==> src/rtl/nibble_seq_adder.sv <==
// Multi-cycle unsigned adder built around a single 4-bit full adder.
// Wide operands are latched on the accepting edge and then added one
// nibble per clock, LSB nibble first. The carry is registered between
// nibbles. {cout,sum} = a + b + cin once done pulses.

module fa4 (
  input  logic [3:0] a,
  input  logic [3:0] b,
  input  logic       ci,
  output logic [3:0] y,
  output logic       co
);

  assign {co, y} = {1'b0, a} + {1'b0, b} + {4'b0000, ci};

endmodule

// state | meaning
// ------+-------------------------------------------------------------
// IDLE  | waiting for start; sum/cout hold the last result
// ADD   | one nibble per edge through fa4, idx selects the nibble
// DONE  | final sum/cout valid, done pulses, returns to IDLE next edge
module nibble_seq_adder #(
  parameter  int NIBBLES = 4,
  localparam int W       = 4 * NIBBLES
) (
  input  logic         clk,
  input  logic         reset,
  input  logic         start,
  input  logic [W-1:0] a,
  input  logic [W-1:0] b,
  input  logic         cin,
  output logic         busy,
  output logic         done,
  output logic [W-1:0] sum,
  output logic         cout
);

  localparam int IDX_W = (NIBBLES > 1) ? $clog2(NIBBLES) : 1;

  localparam logic [1:0] S_IDLE = 2'd0;
  localparam logic [1:0] S_ADD  = 2'd1;
  localparam logic [1:0] S_DONE = 2'd2;

  logic [1:0]       state;
  logic [IDX_W-1:0] idx;
  logic [W-1:0]     op_a;
  logic [W-1:0]     op_b;
  logic             carry;

  logic [W-1:0]     a_shift;
  logic [W-1:0]     b_shift;
  logic [W-1:0]     lane_mask;
  logic [W-1:0]     lane_y;
  logic [3:0]       fa_a;
  logic [3:0]       fa_b;
  logic [3:0]       fa_y;
  logic             fa_co;
  logic             last;

  // Shifting by the bit offset keeps the nibble select and the result
  // write-back free of variable part-selects.
  assign a_shift   = op_a >> {idx, 2'b00};
  assign b_shift   = op_b >> {idx, 2'b00};
  assign fa_a      = a_shift[3:0];
  assign fa_b      = b_shift[3:0];
  assign lane_mask = W'(4'hF) << {idx, 2'b00};
  assign lane_y    = W'(fa_y) << {idx, 2'b00};
  assign last      = (idx == IDX_W'(NIBBLES - 1));

  fa4 u_fa4 (
    .a  (fa_a),
    .b  (fa_b),
    .ci (carry),
    .y  (fa_y),
    .co (fa_co)
  );

  assign busy = (state != S_IDLE);
  assign done = (state == S_DONE);

  // Sequencer and datapath registers; reset overrides everything.
  always_ff @(posedge clk) begin
    if (reset) begin
      state <= S_IDLE;
      idx   <= '0;
      carry <= 1'b0;
      op_a  <= '0;
      op_b  <= '0;
      sum   <= '0;
      cout  <= 1'b0;
    end else begin
      case (state)
        S_IDLE: begin
          if (start) begin
            state <= S_ADD;
            op_a  <= a;
            op_b  <= b;
            carry <= cin;
            idx   <= '0;
            sum   <= '0;
            cout  <= 1'b0;
          end
        end
        S_ADD: begin
          sum   <= (sum & ~lane_mask) | lane_y;
          carry <= fa_co;
          if (last) begin
            state <= S_DONE;
            cout  <= fa_co;
          end else begin
            idx <= idx + IDX_W'(1);
          end
        end
        S_DONE: begin
          state <= S_IDLE;
        end
        default: begin
          state <= S_IDLE;
        end
      endcase
    end
  end

endmodule

==> config.mk <==
export PLATFORM = sky130hd
export DESIGN_NAME = nibble_seq_adder
export DESIGN_NICKNAME = d
export VERILOG_FILES = /design/src/rtl/nibble_seq_adder.sv
export SDC_FILE = /design/constraint.sdc
export NUM_CORES = 1
export LEC_CHECK = 0
export ABC_AREA = 1
export CELL_PAD_IN_SITES_DETAIL_PLACEMENT = 1
export CELL_PAD_IN_SITES_GLOBAL_PLACEMENT = 2
export CORE_MARGIN = 5
export CORE_UTILIZATION = 35
export DETAILED_ROUTE_END_ITERATION = 8
export DONT_BUFFER_PORTS = 1
export PLACE_DENSITY = 0.89
export SLEW_MARGIN = 30
export SYNTH_ARGS = -nofsm -noshare
export SYNTH_HDL_FRONTEND = slang
export SYNTH_HIERARCHICAL = 1
export SYNTH_SLANG_ARGS = --single-unit
==> constraint.sdc <==
create_clock -name clk -period 2.7 [get_ports clk]
set_input_delay 0.405 -clock clk [delete_from_list [all_inputs] [get_ports clk]]
set_output_delay 0.405 -clock clk [all_outputs]
set_load 0.1 [all_outputs]
==> impl_results.md, run 1 <==
* Synth unique cells at 28
* Die area at 9611 sq um
* Core area at ~7600 sq um
* Post-CTS setup buffer count at 0
* Post-synthesis adder-cell area fraction at 0.04705
* I/O Buffers at 0
* Crit path max fanout at 25
* CP Data Required Time at a little under 3 ns
* Max stage delay on crit path at 0.43 ns
* Reg2Reg Depth at 11
* Clock transition at the registers of the reported paths at 0.10 ns
* Post-Synthesis Cells at 380
* First-pass GRT wire length at 11410 um
* RSZ-0062 raised after global routing: no
* Status: complete, no violations
* Routed WL at 6850 um
* Root Driver: clkbuf_8
* Synth top area share at 0.3985
* Post-synth top area cell: dfxtp_1
* CP max stage cell: fa_1
* Slew HR at 0.3228
* Row count at 32
* FF-to-FF Start: idx[0]
* Initial antenna violation count at 0
* Hpwl dp at slightly above 5000 um
* Final Hold Fails at 0
* Crit. End Element: flop
* Hold Path Depth at 1
* H-tree depth at 2
* Synth Net Count at 425
* Clock buffer depth at 2
* Startpoint Class: flop
* Count leader, synth: nor2_1
* RR Endpoint: sum[14]
* Post-synth ARST share at 0
* Number of CTS-inserted buffers at 5
* Setup TNS Final at 0 ns
* Num ports at 55
* Power density cells at 650.1 nW/um^2
* Main synth FF type: dfxtp_1
* Share of cells above drive strength 1 at 0.1227
* Total power at 0.001885 W
* Global-route usage over all layers at 0.1436
* Kind of critical path: flop to flop
* Starting Density at 0.3547
* Final Max Slew Viols at 0
* Drt first pass iters at 4
* Fmax at 413.0 MHz
* WHS Endpoint: sum[13]
* FF+latch count, synth at 54
* Worst Skew at 0.01282 ns
* TritonCTS clock tree: built
* Clk Latency, worst-skew pair at 0.32 ns
* Final Cycle Share at 0.8968
* Area growth syn-to-layout at 6.919%
* Maximum number of pins on one net before global-route repair at 36
* Vias after detailed routing at roughly 2.4k
* WL/cell at 14.12 um
* Vias in the first global route at about 2.4k
* Worst vdd ir at 0.2086 mV
* Slew at the pin with the worst max-slew slack at 1.014 ns
* R2r setup slk at 0.28 ns
* Worst hold-check path type: primary input to flop
* Register area share after synthesis at 0.3985
* Leak at 1.216 nW
* Routed vias/inst at roughly 5
* XOR/XNOR share of the synthesized area at 0.003229
* Synth area leaders: dfxtp_1 (40%), nor2_1 (12%), nand2_1 (11%)
* Setup violations, final at 0
* Yosys warns at 6
* Compound-Gate Fraction of Synth Area at 0.1711
* Nets at roughly 430
* Multiplexer area fraction after synthesis at 0
* Worst EP arrival at ~2.7 ns
* Die H at a little under 100 um
* Initial DRC Count at 89
* Post-synth EDFFs at 0
* Die width at 98.04 um
* MaxCap Viol Count at 0
* # diodes at 0
* Final GP Congestion at 0.7572
* DRC at 0
* Largest family of logic cells by synthesized area: simple AND/OR/NAND/NOR gates
* Antenna viol nets, final at 0
* # clock sinks at 54
* Synth Area in Simple Gates at 0.2906
* Crit-path cells: buf_4, o21ai_0, o22ai_1, fa_1, inv_1, fa_1, xnor2_2, nand3_1, nand2_1, nand2_1, a21oi_2
* Mean area per synthesized cell at 7.138 sq um
* Dpl ws at 0.1744 ns
* Post-Syn Area at 2713 sq um
* Period minus WS final at 2.421 ns
* Worst Slack Setup Final at roughly 0.28 ns
* Most instantiated cells after synthesis: nor2_1 (90), nand2_1 (76), dfxtp_1 (54)
* Total grt overflow at 0
* Hold Startpoint: reset
[timing repair]
item,4_1_cts,5_1_grt
setup endpoints to repair,0,4
hold buffers,0,0
resized for setup,0,1
[worst max path at each step]
| stage | start | end | slack, ns |
|---|---|---|---|
| 2_1_floorplan | idx[1] | sum[5] | 0.33 |
| 3_3_place_gp | idx[0] | sum[6] | 0.31 |
| 3_5_place_dp | idx[0] | sum[10] | 0.17 |
| 4_1_cts | idx[0] | sum[6] | 0.14 |
| 5_1_grt | idx[0] | sum[10] | 0.07 |
| 6_report | idx[0] | sum[14] | 0.28 |
[state kept, by name, summed over array words and instances, names as in the netlist]
register	count
op_a	16
op_b	16
sum	16
idx	2
state	2
carry	1
cout	1
[placed cells by master, fill, tap and decap left out, types with 2 or more instances in the layout]
cell type / netlist / final
a21oi_2: 10 / 10
a21oi_1: 10 / 10
nor2_4: 2 / 2
dfxtp_1: 54 / 53
fa_1: 2 / 2
buf_4: 3 / 16
inv_1: 15 / 15
ha_1: 7 / 7
nand2_2: 2 / 2
inv_2: 3 / 3
nor2_1: 90 / 89
clkbuf_8: 0 / 5
o21ai_1: 8 / 8
nand2_1: 76 / 76
o22ai_1: 8 / 8
nand3_1: 21 / 21
o21ai_0: 44 / 44
[routing by layer]
| layer | global-route usage | part of all wire |
|---|---|---|
| met5 | 0 | 0 |
| met4 | 0.03834 | 0.0080 |
| met3 | 0.03714 | 0.037 |
| met2 | 0.2387 | 0.47 |
| met1 | 0.1850 | 0.48 |
[kinds of logic (layout without fill, tap and decap cells)]
family,Yosys count,in the layout
buffers and inverters,41,44
and+or+nand+nor,194,194
xor gates and xnor gates,1,1
adders and majority gates,9,9
DFF,54,54
AOI/OAI and AO/OA,81,81
[final cells by class]
| type | instances | area (sq um) |
|---|---|---|
| clock inverter | 3 | 25.02 |
| timing repair buffer | 16 | 120.1 |
| tap | 102 | 127.6 |
| fill | 982 | 4747 |
| clock buffer | 5 | 68.82 |
| multi-input combinational | 285 | 1399 |
| inverter | 20 | 77.57 |
| sequential | 54 | 1082 |
[critical path, delay by kind of cell, from the launching register on]
kind,cells,cell delay (ns)
AOI/OAI and AO/OA,3,0.49
xor gates and xnor gates,1,0.23
adders and majority gates,2,0.70
buffers and inverters,2,0.35
DFF,1,0.36
and+or+nand+nor,3,0.23
[through the flow]
stage               std cells  hold WS (ns)  cell area [sq um]  utilization
finish                    485        0.1410               2900       0.3793
global route              485        0.1093               2900       0.3793
CTS                       485        0.1256               2892       0.3781
detailed placement        477        0.4735               2798       0.3658
global placement          477        0.4677               2798       0.3658
floorplan                 380        0.4488               2713            -
[power breakdown]
| part | total (W) | internal [W] | switching [W] |
|---|---|---|---|
| registers | 0.000918 | 0.000852 | 0.0000662 |
| clock network | 0.000476 | 0.000188 | 0.000288 |
| logic | 0.000491 | 0.000154 | 0.000337 |
| total | 0.00189 | 0.00119 | 0.000692 |
No activity file was read; power rests on OpenSTA's default activity.
==> inputs of run 2 (changes only) <==
PLACE_DENSITY = default   (was 0.89)
PLACE_DENSITY_LB_ADDON = 0.1   (was default)
SKIP_CTS_REPAIR_TIMING = 1   (was default)
==> run 2 against run 1 <==
- final cell count grew 0.21%
- combinational power grew 3%
- non-clock buffer count grew 1
- clock skew shrank 0.0062 ns
- global-route usage grew 0.95 points
- sequential share of layout area shrank 0.33 points
- critical path type unchanged
- largest power group unchanged
==> impl_results.md, run 2 (synthesis results as in run 1) <==
* Status: complete, no violations
* Final Cycle Share at 0.8881 (-0.008717)
* Routed WL at 7125 um (+4.0%)
* Num ports at 55 (unchanged)
* RR Endpoint: sum[9]
* Crit-path cells: buf_4, o21ai_0, o22ai_1, fa_1, inv_1, fa_1, inv_1, nand3_1, nand2_1, nand2_1, a21oi_1
* Hold Startpoint: reset
* I/O Buffers at 0 (unchanged)
* Core area at 7647 sq um (unchanged)
* Total power at 0.001962 W (+4.1%)
* Area growth syn-to-layout at 7.749%
* WHS Endpoint: sum[4]
* WL/cell at 14.66 um (+3.8%)
* Clock transition at the registers of the reported paths at 0.10 ns (about the same)
* Crit path max fanout at 25 (unchanged)
* Crit. End Element: flop
* Routed vias/inst at 4.901 (-0.75%)
* RSZ-0062 raised after global routing: no
* Die area at 9611 sq um (unchanged)
* Total grt overflow at 0 (unchanged)
* DRC at 0 (unchanged)
* Reg2Reg Depth at 11 (unchanged)
* Setup violations, final at 0 (unchanged)
* Setup TNS Final at 0 ns (unchanged)
* Sequential share of power at 0.462 (-0.025)
* Nets at 428 (+0.23%)
* CP startpoint: idx[0]
* Row count at 32 (unchanged)
* # diodes at 0 (unchanged)
* Antenna viol nets, final at 0 (unchanged)
* Kind of critical path: flop to flop
* Die width at 98.04 um (unchanged)
* Power Internal at 0.001285 W (+7.7%)
* Max stage delay on crit path at 0.47 ns (+0.04 ns)
* CP max stage cell: fa_1
* Fmax at 417.0 MHz (+0.98%)
* MaxCap Viol Count at 0 (unchanged)
* Switch Pwr at 0.0006767 W (-2.2%)
* Clk Latency, worst-skew pair at 0.31 ns (about the same)
* Top delay family on crit path: adder cells
* Hold Slack at 0.1510 ns (+0.01008 ns)
* H-tree depth at 2 (unchanged)
* Vias after detailed routing at 2382 (-0.54%)
* Fillers at 996 (+1.4%)
* Starting Density at 0.3547 (unchanged)
* First-pass GRT wire length at 11970 um (+4.9%)
* Final Max Slew Viols at 0 (unchanged)
* Hpwl dp at 5190 um (+2.3%)
* FF-to-FF Start: idx[0]
* Drt first pass iters at 3 (-1)
* Net Sw Frac at 0.3449 (-0.02200)
* Clock Power Share at 0.280 (+0.027)
* Initial antenna violation count at 0 (unchanged)
* Die H at 98.04 um (unchanged)
* # clock sinks at 54 (unchanged)
* Hold Path Depth at 1 (unchanged)
* Worst hold-check path type: primary input to flop
* Slew HR at 0.3175 (-0.005312)
* Worst Skew at 0.006585 ns (-0.006230 ns)
* R2r setup slk at 0.30 ns (+0.02 ns)
* CP Data Required Time at 2.94 ns (-0.02 ns)
* Startpoint Class: flop
* Worst vdd ir at 0.2251 mV (+7.9%)
* CP Buf/Inv Count at 3 (+1)
* Slew at the pin with the worst max-slew slack at 1.022 ns (+0.007956 ns)
* Vias in the first global route at 2407 (+0.50%)
* Most common cell after layout, fill and taps aside: nor2_1
* Leak at 1.227 nW (+0.95%)
* Global-route usage over all layers at 0.1531 (+0.009524)
* Maximum number of pins on one net before global-route repair at 36 (unchanged)
* TritonCTS clock tree: built
* Final Hold Fails at 0 (unchanged)
* Most frequent cells in the layout: nor2_1 (89), nand2_1 (76), dfxtp_1 (54), o21ai_0 (44), nand3_1 (21)
* Top flop regs: op_a (16), op_b (16), sum (16)
* Root Driver: clkbuf_8
* Period minus WS final at 2.398 ns (-0.02354 ns)
* Final GP Congestion at 0.7433 (-1.8%)
* Share of cells above drive strength 1 at 0.1198 (-0.002924)
* Clock buffer depth at 2 (unchanged)
* Number of CTS-inserted buffers at 5 (unchanged)
* Core Util, Final at 0.3822 (+0.002945)
* Worst EP arrival at 2.64 ns (-0.04 ns)
* Power density cells at 671.3 nW/um^2 (+3.3%)
* Comb power frac at 0.257 (-0.004)
* Initial DRC Count at 40 (-55%)
run 2: changes by cell type in the layout (fill, tap and decap cells not counted):
cell and delta:
clkinv_4 -1, clkbuf_1 +1, dfxtp_2 -1, dfxtp_1 +1
bufinv_16 +1, buf_4 +1, inv_6 -1
run 2: power groups by stage:
stage / sequential, W / clock (W) / combinational, W
after CTS: 0.000909 / 0.000576 / 0.000509
after floorplan: 0.000980 / 0 / 0.000354
after global placement: 0.000927 / 0 / 0.000497
after global routing: 0.000915 / 0.000601 / 0.000576
after detailed placement: 0.000927 / 0 / 0.000509
final: 0.000907 / 0.000550 / 0.000505
run 2: per-stage QoR:
| stage | cell area, sq um | std cells | worst slack [ns] |
|---|---|---|---|
| 6_report | 2923 | 486 | 0.3022 |
| 4_1_cts | 2915 | 486 | 0.2184 |
| 3_5_place_dp | 2805 | 478 | 0.2554 |
| 3_3_place_gp | 2805 | 478 | 0.3172 |
| 5_1_grt | 2923 | 486 | 0.01081 |
| 2_1_floorplan | 2713 | 380 | 0.3350 |
run 2: worst max-delay path by stage:
| stage | depth (start not counted) | to | slack (ns) |
|---|---|---|---|
| floorplan | 13 | sum[5] | 0.33 |
| global placement | 11 | sum[2] | 0.32 |
| global route | 10 | cout | 0.01 |
| CTS | 11 | sum[2] | 0.22 |
| detailed placement | 11 | sum[2] | 0.26 |
| finish | 11 | sum[9] | 0.30 |
run 2: layer usage:
layer | track usage | share of wire | vias to the layer above | wire, um
met3 | 0.02857 | 0.032 | 5 | 229
met5 | 0 | 0 | - | 0
met2 | 0.2644 | 0.50 | 35 | 3567
li1 | - | - | 1229 | -
met1 | 0.1955 | 0.46 | 1113 | 3251
met4 | 0.04153 | 0.011 | 0 | 77
run 2: layout make-up:
| type | count | area (sq um) | share of cell area |
|---|---|---|---|
| clock buffers | 6 | 72.57 | 0.02483 |
| clock inverters | 2 | 37.54 | 0.01284 |
| multi-input cells | 285 | 1399 | 0.4786 |
| well taps | 102 | 127.6 | 0.04366 |
| repair buffers | 17 | 127.6 | 0.04366 |
| flip-flops and latches | 54 | 1081 | 0.3699 |
| inverters | 20 | 77.57 | 0.02654 |
==> inputs of run 3 (changes only) <==
CORE_MARGIN = default   (was 5)
GPL_ROUTABILITY_DRIVEN = 0   (was default)
==> run 3 against run 2 <==
- sequential share of layout area about the same
- first-iteration DRC count rose by 10%
- final cell count unchanged
- design area is 0.13% lower
- clock power fell by 15%
- sequential cell count did not move
- clock skew is 0.0058 ns higher
- power shrank 4.1%
- via count down 0.25%
- critical path depth did not move
- utilization is 1.4 points higher
==> impl_results.md, run 3 (synthesis results as in run 1) <==
* CP max stage cell: fa_1
* Worst hold-check path type: primary input to flop
* Num ports at 55 (unchanged)
* Die H at 90.04 um (-8.2%)
* Setup violations, final at 0 (unchanged)
* Core Util, Final at 0.3961 (+0.01390)
* Worst EP arrival at 2.63 ns (about the same)
* H-tree depth at 2 (unchanged)
* Dpl ws at 0.2876 ns (+0.03222 ns)
* Most frequent cells in the layout: nor2_1 (89), nand2_1 (76), dfxtp_1 (54), o21ai_0 (44), nand3_1 (21)
* Antenna viol nets, final at 0 (unchanged)
* # diodes at 0 (unchanged)
* Clk Latency, worst-skew pair at 0.32 ns (about the same)
* Maximum number of pins on one net before global-route repair at 36 (unchanged)
* Area of the multi-input gates at 1399 sq um (unchanged)
* Row count at 31 (-3.1%)
* # clock sinks at 54 (unchanged)
* Number of CTS-inserted buffers at 5 (unchanged)
* Fillers at 959 (-3.7%)
* Final Hold Fails at 0 (unchanged)
* Slew HR at 0.3275 (+0.009919)
* Initial DRC Count at 44 (+10%)
* R2r setup slk at 0.32 ns (+0.02 ns)
* Reg2Reg Depth at 11 (unchanged)
* Share of cells above drive strength 1 at 0.1292 (+0.009407)
* RSZ-0062 raised after global routing: no
* Root Driver: clkbuf_8
* Total power at 0.001882 W (-4.1%)
* Routed WL at 6890 um (-3.3%)
* Clock transition at the registers of the reported paths at 0.10 ns (about the same)
* Die width at 90.04 um (-8.2%)
* Vias after detailed routing at 2376 (-0.25%)
* Worst Skew at 0.01242 ns (+0.005835 ns)
* CP Buf/Inv Count at 3 (unchanged)
* TritonCTS clock tree: built
* Top flop regs: op_a (16), op_b (16), sum (16)
* Status: complete, no violations
* Area growth syn-to-layout at 7.611%
* MaxCap Viol Count at 0 (unchanged)
* Crit. End Element: flop
* Vias in the first global route at 2419 (+0.50%)
* Period minus WS final at 2.382 ns (-0.01541 ns)
* Global-route usage over all layers at 0.1822 (+0.02912)
* Clock buffer depth at 2 (unchanged)
* Hpwl dp at 4940 um (-4.8%)
* Total grt overflow at 0 (unchanged)
* WL/cell at 14.18 um (-3.3%)
* Final Cycle Share at 0.8824 (-0.005708)
* DRC at 0 (unchanged)
* Worst Slack Setup Final at 0.3176 ns (+0.01541 ns)
* FF-to-FF Start: idx[0]
* Hold Slack at 0.1442 ns (-0.006823 ns)
* Stages on worst setup path at 11 (unchanged)
* Kind of critical path: flop to flop
* RR Endpoint: sum[9]
* Drt first pass iters at 4 (+1)
* Power density cells at 644.7 nW/um^2 (-4.0%)
* Crit-path cells: buf_4, o21ai_0, o22ai_1, fa_1, inv_1, fa_1, inv_1, nand3_1, nand2_1, nand2_1, a21oi_1
* Routed vias/inst at 4.889 (-0.25%)
* Starting Density at 0.3681 (+0.01337)
* First-pass GRT wire length at 11920 um (-0.40%)
* Nets at 431 (+0.70%)
* Crit path max fanout at 17 (-32%)
* Core area at 7370 sq um (-3.6%)
* Startpoint Class: flop
* Die area at 8106 sq um (-16%)
* Fmax at 419.7 MHz (+0.65%)
* CP Data Required Time at 2.94 ns (about the same)
* Setup TNS Final at 0 ns (unchanged)
* Leak at 1.239 nW (+0.96%)
* Initial antenna violation count at 0 (unchanged)
* Worst vdd ir at 0.2074 mV (-7.8%)
* CP startpoint: idx[0]
* Top delay family on crit path: adder cells
* Max stage delay on crit path at 0.48 ns (about the same)
* Most common cell after layout, fill and taps aside: nor2_1
* Register area at 1081 sq um (unchanged)
* Worst setup path end: sum[9]
* Final Max Slew Viols at 0 (unchanged)
* I/O Buffers at 0 (unchanged)
* Slew at the pin with the worst max-slew slack at 1.007 ns (-0.01486 ns)
[run 3: cell types whose count changed in the layout (fill, tap and decap cells not counted)]
cell	change
clkinv_2	+2
bufinv_16	-1
buf_4	+3
clkinvlp_4	-1
clkbuf_1	-1
inv_6	+1
[run 3: cell type report]
| class | count | area share |
|---|---|---|
| timing repair buffer | 20 | 0.05144 |
| clock buffer | 5 | 0.02357 |
| tap | 99 | 0.04243 |
| inverter | 20 | 0.02658 |
| sequential | 54 | 0.3703 |
| clock inverter | 3 | 0.006429 |
| multi-input combinational | 285 | 0.4792 |
[run 3: per-layer routing]
layer | up-vias | wire, um | GRT usage | part of all wire
li1 | 1235 | - | - | -
met3 | 6 | 194 | 0.03384 | 0.028
met1 | 1098 | 3287 | 0.2272 | 0.48
met4 | 0 | 77 | 0.05645 | 0.011
met2 | 37 | 3330 | 0.3168 | 0.48
met5 | - | 0 | 0 | 0
[run 3: how the worst min path moves through the flow]
stage / depth (start not counted) / start / endpoint / slack (ns)
2_1_floorplan: 2 / op_b[10] / op_b[10] / 0.45
3_3_place_gp: 2 / op_b[4] / op_b[4] / 0.46
3_5_place_dp: 2 / sum[12] / sum[12] / 0.47
4_1_cts: 1 / reset / sum[13] / 0.12
5_1_grt: 1 / reset / sum[14] / 0.11
6_report: 1 / reset / sum[1] / 0.14
[run 3: metrics by stage]
step                std cells  area, sq um
floorplan                 380         2713
global placement          478         2824
detailed placement        478         2824
CTS                       486         2912
global route              486         2919
finish                    486         2919
[run 3: report_power, final]
| part | switching (W) | internal (W) |
|---|---|---|
| Sequential | 0.0000632 | 0.000851 |
| Clock | 0.000283 | 0.000184 |
| Combinational | 0.000341 | 0.000160 |
